### src/rtl/fifo_uart_tx.sv
// rtl/fifo_uart_tx.sv - FIFO-fed UART transmitter
//
// Purpose: pops bytes from a show-ahead 8-bit FIFO and shifts each one out as
// an asynchronous frame: start bit, 8 data bits LSB first, optional parity,
// then 1 or 2 stop bits. Back-to-back frames carry no idle gap.
//
// Ports:
//   clk, rst        clock; synchronous active-high reset
//   enable          allows new frames to start; a running frame always finishes
//   fifo_is_empty   FIFO empty flag
//   fifo_read_data  FIFO head byte, valid while fifo_is_empty is low
//   fifo_read_ctrl  pop strobe (combinational), FIFO advances on that edge
//   tx_out          registered serial line, idles high
//   busy            high from the cycle after a pop through the last stop cycle
//   byte_done       one-cycle pulse in the cycle after the last stop cycle
module fifo_uart_tx #(
  parameter int CLKS_PER_BIT = 4,
  parameter int PARITY       = 0,
  parameter int STOP_BITS    = 1
) (
  input  logic       clk,
  input  logic       rst,
  input  logic       enable,
  input  logic       fifo_is_empty,
  input  logic [7:0] fifo_read_data,
  output logic       fifo_read_ctrl,
  output logic       tx_out,
  output logic       busy,
  output logic       byte_done
);

  typedef enum logic [2:0] {
    S_IDLE,
    S_START,
    S_DATA,
    S_PARITY,
    S_STOP
  } state_e;

  localparam logic [15:0] LAST_TICK = 16'(CLKS_PER_BIT - 1);
  localparam logic [2:0]  LAST_STOP = 3'(STOP_BITS - 1);
  localparam logic        ODD_PAR   = (PARITY == 2);

  state_e      state_q, state_d;
  logic [15:0] baud_q, baud_d;
  logic [2:0]  bit_idx_q, bit_idx_d;
  logic [7:0]  shift_q, shift_d;
  logic        parity_q, parity_d;
  logic        tx_q, tx_d;
  logic        busy_q, busy_d;
  logic        done_q, done_d;

  logic bit_end;
  logic frame_end;
  logic pop;

  assign bit_end   = (baud_q == LAST_TICK);
  // Last cycle of the last stop bit: the only mid-frame point a new pop may occur.
  assign frame_end = (state_q == S_STOP) && bit_end && (bit_idx_q == LAST_STOP);
  assign pop       = enable & ~fifo_is_empty & ~rst & ((state_q == S_IDLE) | frame_end);

  assign fifo_read_ctrl = pop;
  assign tx_out         = tx_q;
  assign busy           = busy_q;
  assign byte_done      = done_q;

  always_ff @(posedge clk) begin
    if (rst) begin
      state_q   <= S_IDLE;
      baud_q    <= '0;
      bit_idx_q <= '0;
      shift_q   <= '0;
      parity_q  <= 1'b0;
      tx_q      <= 1'b1;
      busy_q    <= 1'b0;
      done_q    <= 1'b0;
    end else begin
      state_q   <= state_d;
      baud_q    <= baud_d;
      bit_idx_q <= bit_idx_d;
      shift_q   <= shift_d;
      parity_q  <= parity_d;
      tx_q      <= tx_d;
      busy_q    <= busy_d;
      done_q    <= done_d;
    end
  end

  // tx_d always carries the value of the bit being entered, so tx_out lines
  // up with the state one cycle later without extra decode.
  always_comb begin
    state_d   = state_q;
    baud_d    = baud_q;
    bit_idx_d = bit_idx_q;
    shift_d   = shift_q;
    parity_d  = parity_q;
    tx_d      = tx_q;
    busy_d    = busy_q;
    done_d    = 1'b0;

    if (state_q != S_IDLE) begin
      baud_d = bit_end ? 16'd0 : baud_q + 16'd1;
    end

    case (state_q)
      S_IDLE: begin
        tx_d   = 1'b1;
        busy_d = 1'b0;
      end
      S_START: begin
        if (bit_end) begin
          state_d   = S_DATA;
          bit_idx_d = 3'd0;
          tx_d      = shift_q[0];
          shift_d   = {1'b0, shift_q[7:1]};
        end
      end
      S_DATA: begin
        if (bit_end) begin
          if (bit_idx_q == 3'd7) begin
            bit_idx_d = 3'd0;
            if (PARITY != 0) begin
              state_d = S_PARITY;
              tx_d    = parity_q;
            end else begin
              state_d = S_STOP;
              tx_d    = 1'b1;
            end
          end else begin
            bit_idx_d = bit_idx_q + 3'd1;
            tx_d      = shift_q[0];
            shift_d   = {1'b0, shift_q[7:1]};
          end
        end
      end
      S_PARITY: begin
        if (bit_end) begin
          state_d   = S_STOP;
          bit_idx_d = 3'd0;
          tx_d      = 1'b1;
        end
      end
      S_STOP: begin
        if (bit_end) begin
          if (bit_idx_q == LAST_STOP) begin
            state_d   = S_IDLE;
            bit_idx_d = 3'd0;
            tx_d      = 1'b1;
            busy_d    = 1'b0;
            done_d    = 1'b1;
          end else begin
            bit_idx_d = bit_idx_q + 3'd1;
          end
        end
      end
      default: begin
        state_d = S_IDLE;
        tx_d    = 1'b1;
        busy_d  = 1'b0;
      end
    endcase

    // A pop overrides the end-of-frame return to idle, chaining frames.
    if (pop) begin
      state_d   = S_START;
      baud_d    = 16'd0;
      bit_idx_d = 3'd0;
      shift_d   = fifo_read_data;
      parity_d  = (^fifo_read_data) ^ ODD_PAR;
      tx_d      = 1'b0;
      busy_d    = 1'b1;
    end
  end

endmodule
### config.mk
export PLATFORM = sky130hd
export DESIGN_NAME = fifo_uart_tx
export DESIGN_NICKNAME = d
export VERILOG_FILES = /design/src/rtl/fifo_uart_tx.sv
export SDC_FILE = /design/constraint.sdc
export NUM_CORES = 1
export LEC_CHECK = 0
export ABC_AREA = 1
export CAP_MARGIN = 5
export CELL_PAD_IN_SITES_DETAIL_PLACEMENT = 0
export CELL_PAD_IN_SITES_GLOBAL_PLACEMENT = 2
export CORE_ASPECT_RATIO = 0.9
export CORE_MARGIN = 2
export CORE_UTILIZATION = 35
export DETAILED_ROUTE_END_ITERATION = 8
export HOLD_SLACK_MARGIN = 0.02
export PLACE_DENSITY = 0.82
export SETUP_SLACK_MARGIN = 0.05
export SYNTH_ARGS = -nofsm -noshare
export SYNTH_HDL_FRONTEND = slang
export SYNTH_SLANG_ARGS = --single-unit
### constraint.sdc
create_clock -name clk -period 2.9 [get_ports clk]
set_input_delay 0.725 -clock clk [delete_from_list [all_inputs] [get_ports clk]]
set_output_delay 0.725 -clock clk [all_outputs]
set_load 0.03 [all_outputs]
* After elaboration in Yosys (flattened, before gate mapping)
Cells that the tools add are included.
** Storage, ports and cells
- Input port bits :: 12
- Flip-flop bits (word level) :: 33
- Logic and storage cells :: 91
- Output and inout bits :: 4
** Operators by class
- Bitwise operators :: 9
- Mux-type cells :: 33
- Equal/unequal tests :: 22
- $add $sub $neg :: 2
- Reduce and logical (&&, ||, !) cells :: 17
** Operators by type and width (count)
- $mux 3 :: 11
- $mux 8 :: 4
- $ne 3x3->1 const B :: 6
- $add 16x1->16 const B :: 1
- $eq 16x2->1 const B :: 1
- $mux 16 :: 1
- $pmux 8 s2 :: 1
- $pmux 3 s5 :: 1
- $reduce_and 7->1 :: 2
- $mux 1 :: 12
- $ne 2x2->1 const B :: 6
- $pmux 3 s3 :: 1
- $reduce_bool 3->1 :: 3
- $reduce_and 4->1 :: 2
- $eq 3x2->1 const B :: 2
- $eq 3x3->1 const B :: 2
- $logic_not 3->1 :: 2
- $ne 2x1->1 const B :: 3
- $reduce_or 3->1 :: 2
- $not 1->1 :: 5
- $reduce_and 5->1 :: 1
- $pmux 1 s4 :: 1
- $reduce_or 2->1 :: 2
- $add 3x1->3 const B :: 1
- other kinds (7) :: 10

* Depth between registers and ports, before layout
Gate-level depths: netlist of run 1.
- Depth after elaboration :: 7
- Gate-level depth with buffers :: 13
- Depth with buffers taken out :: 12

* Worst setup path after synthesis of run 1
OpenSTA, ideal clock, no wires.
- Path kind :: input to output
- From :: in fifo_is_empty
- To :: out fifo_read_ctrl
- Data arrival time :: 1.709 ns
- Path slack :: 0.466 ns
- Buffers on the path :: 2
- Cell stages on the path :: 5
- Data required time :: 2.175 ns
- Path through :: nor3b_2 nand2_4 buf_6 buf_8 inv_1
** Between the ends
- Cells in the longest elaborated chain, start to end :: 4
** Ends and longest elaborated chain
- start, declared :: RTL line 24 : input logic fifo_is_empty,
- $not 1->1 :: RTL line 60 : assign pop = enable & ~fifo_is_empty & ~rst & ((state_q == S_IDLE) | frame_end);
- $and 1x1->1 (3 in series) :: RTL line 60
- end, declared :: RTL line 26 : output logic fifo_read_ctrl,
Every way passes these cells.

* Worst setup path in the final report of run 1
- From :: reg baud_q[0]
- To :: out fifo_read_ctrl
** Between the ends
- Cells in the longest elaborated chain, start to end :: 5
** Ends and longest elaborated chain
- start, declared :: RTL line 45 : logic [15:0] baud_q, baud_d;
- start signal, assigned :: RTL line 79 : baud_q <= baud_d;
- $eq 16x2->1 :: RTL line 57 : assign bit_end = (baud_q == LAST_TICK);
- $logic_and 1x1->1 (2 in series) :: RTL line 59 : assign frame_end = (state_q == S_STOP) && bit_end && (bit_idx_q == LAST_STOP);
- $or 1x1->1 :: RTL line 60
- $and 1x1->1 :: RTL line 60
Every way passes these cells.

==> impl_results.md, run 1 <==
- Overall Global Routing Usage: 0.150
- Worst slew margin: 0.663
- Total CTS buffers: 5
- CP max FO: 9
- Critical Path AT: around 1700 ps
- Core Footprint: 5600 um2
- Mux share of post-synthesis cell area: 0
- Worst-margin pin slew: 501 ps
- Fin Clk Skew: about 5.0 ps
- CP Cell Sequence: ha_1, inv_1, nor2_1, nand2_1, nor2_2, nand3_2, nand2_4, nand2_4, inv_1, buf_4
- Period minus WS final: ~2500 ps
- Slowest cell on crit path: dfxtp_1
- Hold Crit Class: reg -> reg
- Synth top cells by count: 60 x nand2_1, 41 x inv_1, 33 x dfxtp_1
- Postcts setup bufs: 0
- P&R area growth vs syn: 16.2%
- Largest family of logic cells by synthesized area: simple AND/OR/NAND/NOR gates
- Synthesized instance count: 295
- Top FF cell, synth: dfxtp_1
- Leak pwr: around 1 nW
- CP Class: reg -> out
- Worst setup SP type: flop
- Top cells by area, synth: dfxtp_1 33%, nand2_1 11%, inv_1 7.7%
- Yosys warns: 0
- Initial Utilization: 0.356
- Post-synthesis adder-cell area fraction: 0.0251
- Worst Path Required: about 2200 ps
- Via-to-Cell Ratio: ~4.8
- Cell area after synthesis: ~2000 um2
- Post-synth ARST share: 0
- Chip width: roughly 84 um
- Vias in the first global route: ~1600
- Largest area contributor in the netlist: dfxtp_1
- Fin. max-slew vios: 0
- Largest net degree at the start of global routing: 22
- Yosys reg bits: 33
- Remaining antenna violation count: 0
- Area share of the largest cell type after synthesis: 0.331
- Clock latency on the worst-skew pair: just under 300 ps
- DR vias: ~1800
- Post-CTS Resized: 0
- Synthesized area per cell: between 6 and 7 um2
- Status: finished clean
- Synth Area in Simple Gates: 0.450
- Final Cycle Share: 0.851
- Die footprint: roughly 6300 um2
- Final setup viols: 0
- H-tree levels: 2
- Drt initial violations: 61
- Proportion of layout cells with a drive suffix above 1: 0.145
- Final Hold Fails: 0
- Utilization after layout: 0.414
- I/O pin count: 16
- PnR worst setup slack: roughly 430 ps
- Placer Congestion: around 0.80
- Max Root-Sink Buffers: 2
- Final-stage net count: 333
- I/O Buffers: 15
- Mapped Nets: around 310
- Antenna cells: 0
- Max incr delay on CP: roughly 370 ps
- Post-place setup slack: ~460 ps
- Drt pass-1 iters: 4
- Register area share after synthesis: 0.331
- Max IR drop VDD: approximately 0.00023 V
- Synth unique cells: 26
- Cts hold-fix bufs: 0
- CTS root buffer: clkbuf_8
- CTS tree: done
- Initial antenna violation count: 0
- Drt drc: 0
- Fillers: 602
- Die height: roughly 76 um
- Xor and xnor area share after synthesis: 0.0263
- Pwr Density: around 400 nW/um2
- Critical Path End Type: output port
- Max Freq: between 400 and 500 MHz
- Post-synth EDFFs: 0
- Post-synthesis compound-gate area fraction: 0.0571
- Dpl hpwl: about 3300 um
- Worst-path clk slew: roughly 70 ps
- Fin Setup TNS: 0 ps
- Drt wl/cell: around 12 um
- Most frequent cell after synthesis: nand2_1
- Grt total ovfl: 0
- RSZ-0062 raised after global routing: false
- Sink Count: 33
- MaxCap Viol Count: 0
- Final wirelength: approximately 4500 um
- Global-route wire length before repair: 7490 um
- FP Rows: 26
final cells by class:
cell class / instances / area, um2 / area share
well taps: 70 / 87.6 / 0.0378
clock buffers: 7 / 96.3 / 0.0416
repair buffers: 21 / 193 / 0.0832
inverters: 43 / 161 / 0.0697
flip-flops and latches: 33 / 661 / 0.285
clock inverters: 1 / 5.00 / 0.00216
multi-input cells: 213 / 1110 / 0.481
metrics by stage:
stage / std cells / hold WS, ps / cell area (um2) / total power [mW]
after global placement: 380 / 448 / 2220 / 0.553
after floorplan: 295 / 451 / 1990 / 0.522
final: 388 / 466 / 2320 / 0.928
after CTS: 388 / 473 / 2320 / 0.946
after detailed placement: 380 / 462 / 2220 / 0.553
after global routing: 388 / 500 / 2320 / 0.975
cell families after synthesis:
logic type / Yosys count
flops: 33
xor+xnor: 6
compound gates: 22
simple gates: 181
buf+inv: 49
fa+ha+maj: 4
where the power goes:
part	switching [mW]	internal (mW)	total, mW
Clock	0.172	0.215	0.386
Combinational	0.0439	0.0343	0.0782
Sequential	0.00285	0.461	0.463
final timing paths:
| check | from | depth (start not counted) | slack [ps] | endpoint |
|---|---|---|---|---|
| min | busy | 2 | 470 | busy |
| max | baud_q[0] | 10 | 430 | fifo_read_ctrl |
| min reg2reg | busy | 2 | 470 | busy |
| max reg2reg | baud_q[0] | 12 | 910 | baud_q[0] |
worst max-delay path, delay by kind of cell (launching register included):
family	cells	cell delay, ps
DFF	1	370
and+or+nand+nor	6	590
adders and majority gates	1	220
buffers and inverters	3	290
per-layer routing:
metal | vias to the layer above | GRT usage | part of all wire
li1 | 1000 | - | -
met3 | 7 | 0.0293 | 0.035
met1 | 808 | 0.214 | 0.54
met5 | - | 0 | 0
met4 | 0 | 0.0591 | 0.016
met2 | 28 | 0.225 | 0.41
placed cells by master (no fill, tap or decap), types with 3 or more instances in the layout:
cell type,n
nand2_1,60
inv_1,41
dfxtp_1,33
nor2_1,31
nand3_1,30
nand4_1,16
nor2_2,15
clkdlybuf4s50_1,14
a21oi_1,13
nor3_1,11
clkbuf_8,7
buf_4,7
nand2_2,6
o21ai_0,6
nor3b_1,4
xor2_1,4
ha_1,4
nor2_4,3
state kept, by name (all words and copies together) (netlist names):
name / count
state_q: 3
bit_idx_q: 3
tx_out: 1
baud_q: 16
byte_done: 1
busy: 1
shift_q: 8
(Power assumes the default switching activity.)
==> inputs of run 2 (changes only) <==
--- a/config.mk
+++ b/config.mk
@@ -11,10 +11,10 @@
 export CELL_PAD_IN_SITES_GLOBAL_PLACEMENT = 2
 export CORE_ASPECT_RATIO = 0.9
 export CORE_MARGIN = 2
-export CORE_UTILIZATION = 35
+export CORE_UTILIZATION = 29
 export DETAILED_ROUTE_END_ITERATION = 8
 export HOLD_SLACK_MARGIN = 0.02
-export PLACE_DENSITY = 0.82
+export PLACE_DENSITY = 0.72
 export SETUP_SLACK_MARGIN = 0.05
 export SYNTH_ARGS = -nofsm -noshare
 export SYNTH_HDL_FRONTEND = slang
==> constraint.sdc (replaced) <==
create_clock -name clk -period 2.2 [get_ports clk]
set_input_delay 0.55 -clock clk [delete_from_list [all_inputs] [get_ports clk]]
set_output_delay 0.55 -clock clk [all_outputs]
set_load 0.03 [all_outputs]
==> impl_results.md, run 2 (same netlist as run 1, synthesis figures left out) <==
- Status: finished clean (unchanged)
- Fillers: 706 (was 602)
- Worst Path Required: 1650 ps (was 2170 ps)
- I/O Buffers: 15 (unchanged)
- Final hold slack: 464 ps (was 466 ps)
- Fin. max-slew vios: 0 (unchanged)
- Hold Crit Class: reg -> reg (unchanged)
- Cts hold-fix bufs: 0 (unchanged)
- Initial antenna violation count: 0 (unchanged)
- Drt pass-1 iters: 4 (unchanged)
- Reg with most FFs: baud_q (unchanged)
- R2R Setup Slk: 400 ps (was 910 ps)
- Drt drc: 0 (unchanged)
- Hold wc startpoint: busy (unchanged)
- Clock latency on the worst-skew pair: 290 ps (about the same)
- Critical Path End Type: output port (unchanged)
- Max Freq: between 400 and 500 MHz
- Final-stage net count: 344 (was 333)
- Hold Path Stages: 2 (unchanged)
- Met3 usage in global routing: 0.0336 (was 0.0293)
- Die footprint: 7560 um2 (was 6320 um2)
- Worst-margin pin slew: 371 ps (was 501 ps)
- P&R area growth vs syn: 22.5% (was 16.2%)
- Die height: 82.7 um (was 75.6 um)
- Worst R2R Start: bit_idx_q[0] (was baud_q[0])
- FP Rows: 28 (was 26)
- H-tree levels: 2 (unchanged)
- CTS root buffer: clkbuf_8 (unchanged)
- Final setup viols: 0 (unchanged)
- GR Util met1: 0.179 (was 0.214)
- Max Root-Sink Buffers: 2 (unchanged)
- Grt total ovfl: 0 (unchanged)
- GRT Max-Usage Layer: met2 (unchanged)
- Critical Path AT: 1540 ps (was 1740 ps)
- Period minus WS final: between 2000 and 2500 ps
- DP Area: 2280 um2 (was 2220 um2)
- Met2 Resource Use GR: 0.217 (was 0.225)
- CTS tree: done (unchanged)
- Dpl hpwl: 3580 um (was 3310 um)
- CP Class: reg -> out (unchanged)
- Proportion of layout cells with a drive suffix above 1: 0.188 (was 0.145)
- CP max FO: 2 (was 9)
- Worst setup SP type: flop (unchanged)
- RSZ-0062 raised after global routing: true (was false)
- Fin Clk Skew: 3.47 ps (was 5.00 ps)
- Vias in the first global route: 1708 (was 1590)
- Core Footprint: 6620 um2 (was 5600 um2)
- I/O pin count: 16 (unchanged)
- Drt initial violations: 62 (was 61)
- WHS Endpoint: busy (unchanged)
- Drt wl/cell: 11.7 um (was 11.6 um)
- Initial Utilization: 0.301 (was 0.356)
- Most frequent cells in the layout: 60 x nand2_1, 39 x inv_1, 31 x dfxtp_1, 30 x nor2_1, 30 x nand3_1 (was 60 x nand2_1, 41 x inv_1, 33 x dfxtp_1, 31 x nor2_1, 30 x nand3_1)
- Sink Count: 33 (unchanged)
- Max IR drop VDD: 0.000189 V (was 0.000230 V)
- Overall Global Routing Usage: 0.136 (was 0.150)
- Placer Congestion: 0.767 (was 0.798)
- MaxCap Viol Count: 0 (unchanged)
- Final Hold Fails: 0 (unchanged)
- Largest register FFs: 16 (unchanged)
- Largest net degree at the start of global routing: 22 (unchanged)
- Final wirelength: 4880 um (was 4480 um)
- Final instance area: 2440 um2 (was 2320 um2)
- Worst slew margin: 0.751 (was 0.663)
- Global-route wire length before repair: 8090 um (was 7490 um)
- Total CTS buffers: 5 (unchanged)
- Worst-path clk slew: 70 ps (about the same)
- Pwr Density: 481 nW/um2 (was 400 nW/um2)
- Total power: 1.17 mW (was 928 uW)
- Chip width: 91.4 um (was 83.6 um)
- DR vias: 1883 (was 1843)
- Antenna cells: 0 (unchanged)
- Largest registers: baud_q: 16 flops, shift_q: 8 flops (unchanged)
- Via-to-Cell Ratio: 4.49 (was 4.75)
- R2R depth: 11 (was 12)
- Most common cell after layout, fill and taps aside: nand2_1 (unchanged)
- Final Cycle Share: 0.951
- Worst flop-to-flop path endpoint: baud_q[8] (was baud_q[0])
- Leak pwr: 1.03 nW (was 0.979 nW)
- Remaining antenna violation count: 0 (unchanged)
## run 2: cell types whose count changed in the layout (fill, tap and decap cells not counted), sizes merged
cell,before,now
clkbuf,7,6
buf,7,18
clkinv,2,3
## run 2: worst max path at each step
stage | start | to | slack (ps) | depth (start not counted)
floorplan | baud_q[0] | fifo_read_ctrl | 110 | 11
global route | baud_q[0] | fifo_read_ctrl | -20 | 10
global placement | rst | fifo_read_ctrl | 130 | 5
detailed placement | rst | fifo_read_ctrl | 110 | 5
finish | baud_q[0] | fifo_read_ctrl | 110 | 10
CTS | baud_q[1] | fifo_read_ctrl | 50 | 10
## run 2: power by group
part | internal, mW | switching [mW] | leakage, nW
sequential | 0.606 | 0.00406 | 0.268
clock | 0.219 | 0.233 | 0.0450
combinational | 0.0515 | 0.0604 | 0.713
## run 2: cell type report
cell class,instances,area [um2],area share
multi-input combinational,213,1130,0.462
sequential,33,666,0.273
timing repair buffer,32,292,0.119
inverter,43,161,0.0661
tap,90,113,0.0461
clock buffer,6,72.6,0.0297
clock inverter,2,10.0,0.00410
## run 2: what timing repair did
item,in CTS,in global routing
resized for setup,8,1
pin swaps,5,5
buffers inserted,6,2
setup endpoints to repair,1,1
## run 2: critical path, stage by stage, from the launching register on
cell and delay, ps:
dfxtp_4 360, ha_4 140, inv_2 40, nor2_2 60, nand2_1 80, nor2_2 130
nand3_2 130, nand2_4 100, nand2_4 50, inv_2 50, buf_6 120
## run 2: through the flow
step | utilization | cells | TNS, ps | setup WS (ps)
5_1_grt | 0.369 | 419 | -24.5 | -24.5
4_1_cts | 0.366 | 417 | 0 | 53.8
3_3_place_gp | 0.344 | 403 | 0 | 133
6_report | 0.369 | 419 | 0 | 108
3_5_place_dp | 0.344 | 403 | 0 | 113
2_1_floorplan | - | 295 | 0 | 111
## run 2: layer usage
metal  part of all wire  vias to the layer above  routed length [um]
met3              0.020                        4                 100
li1                   -                     1013                   -
met1               0.52                      852                2550
met5                  0                        -                   0
met2               0.45                       14                2180
met4              0.011                        0                  54
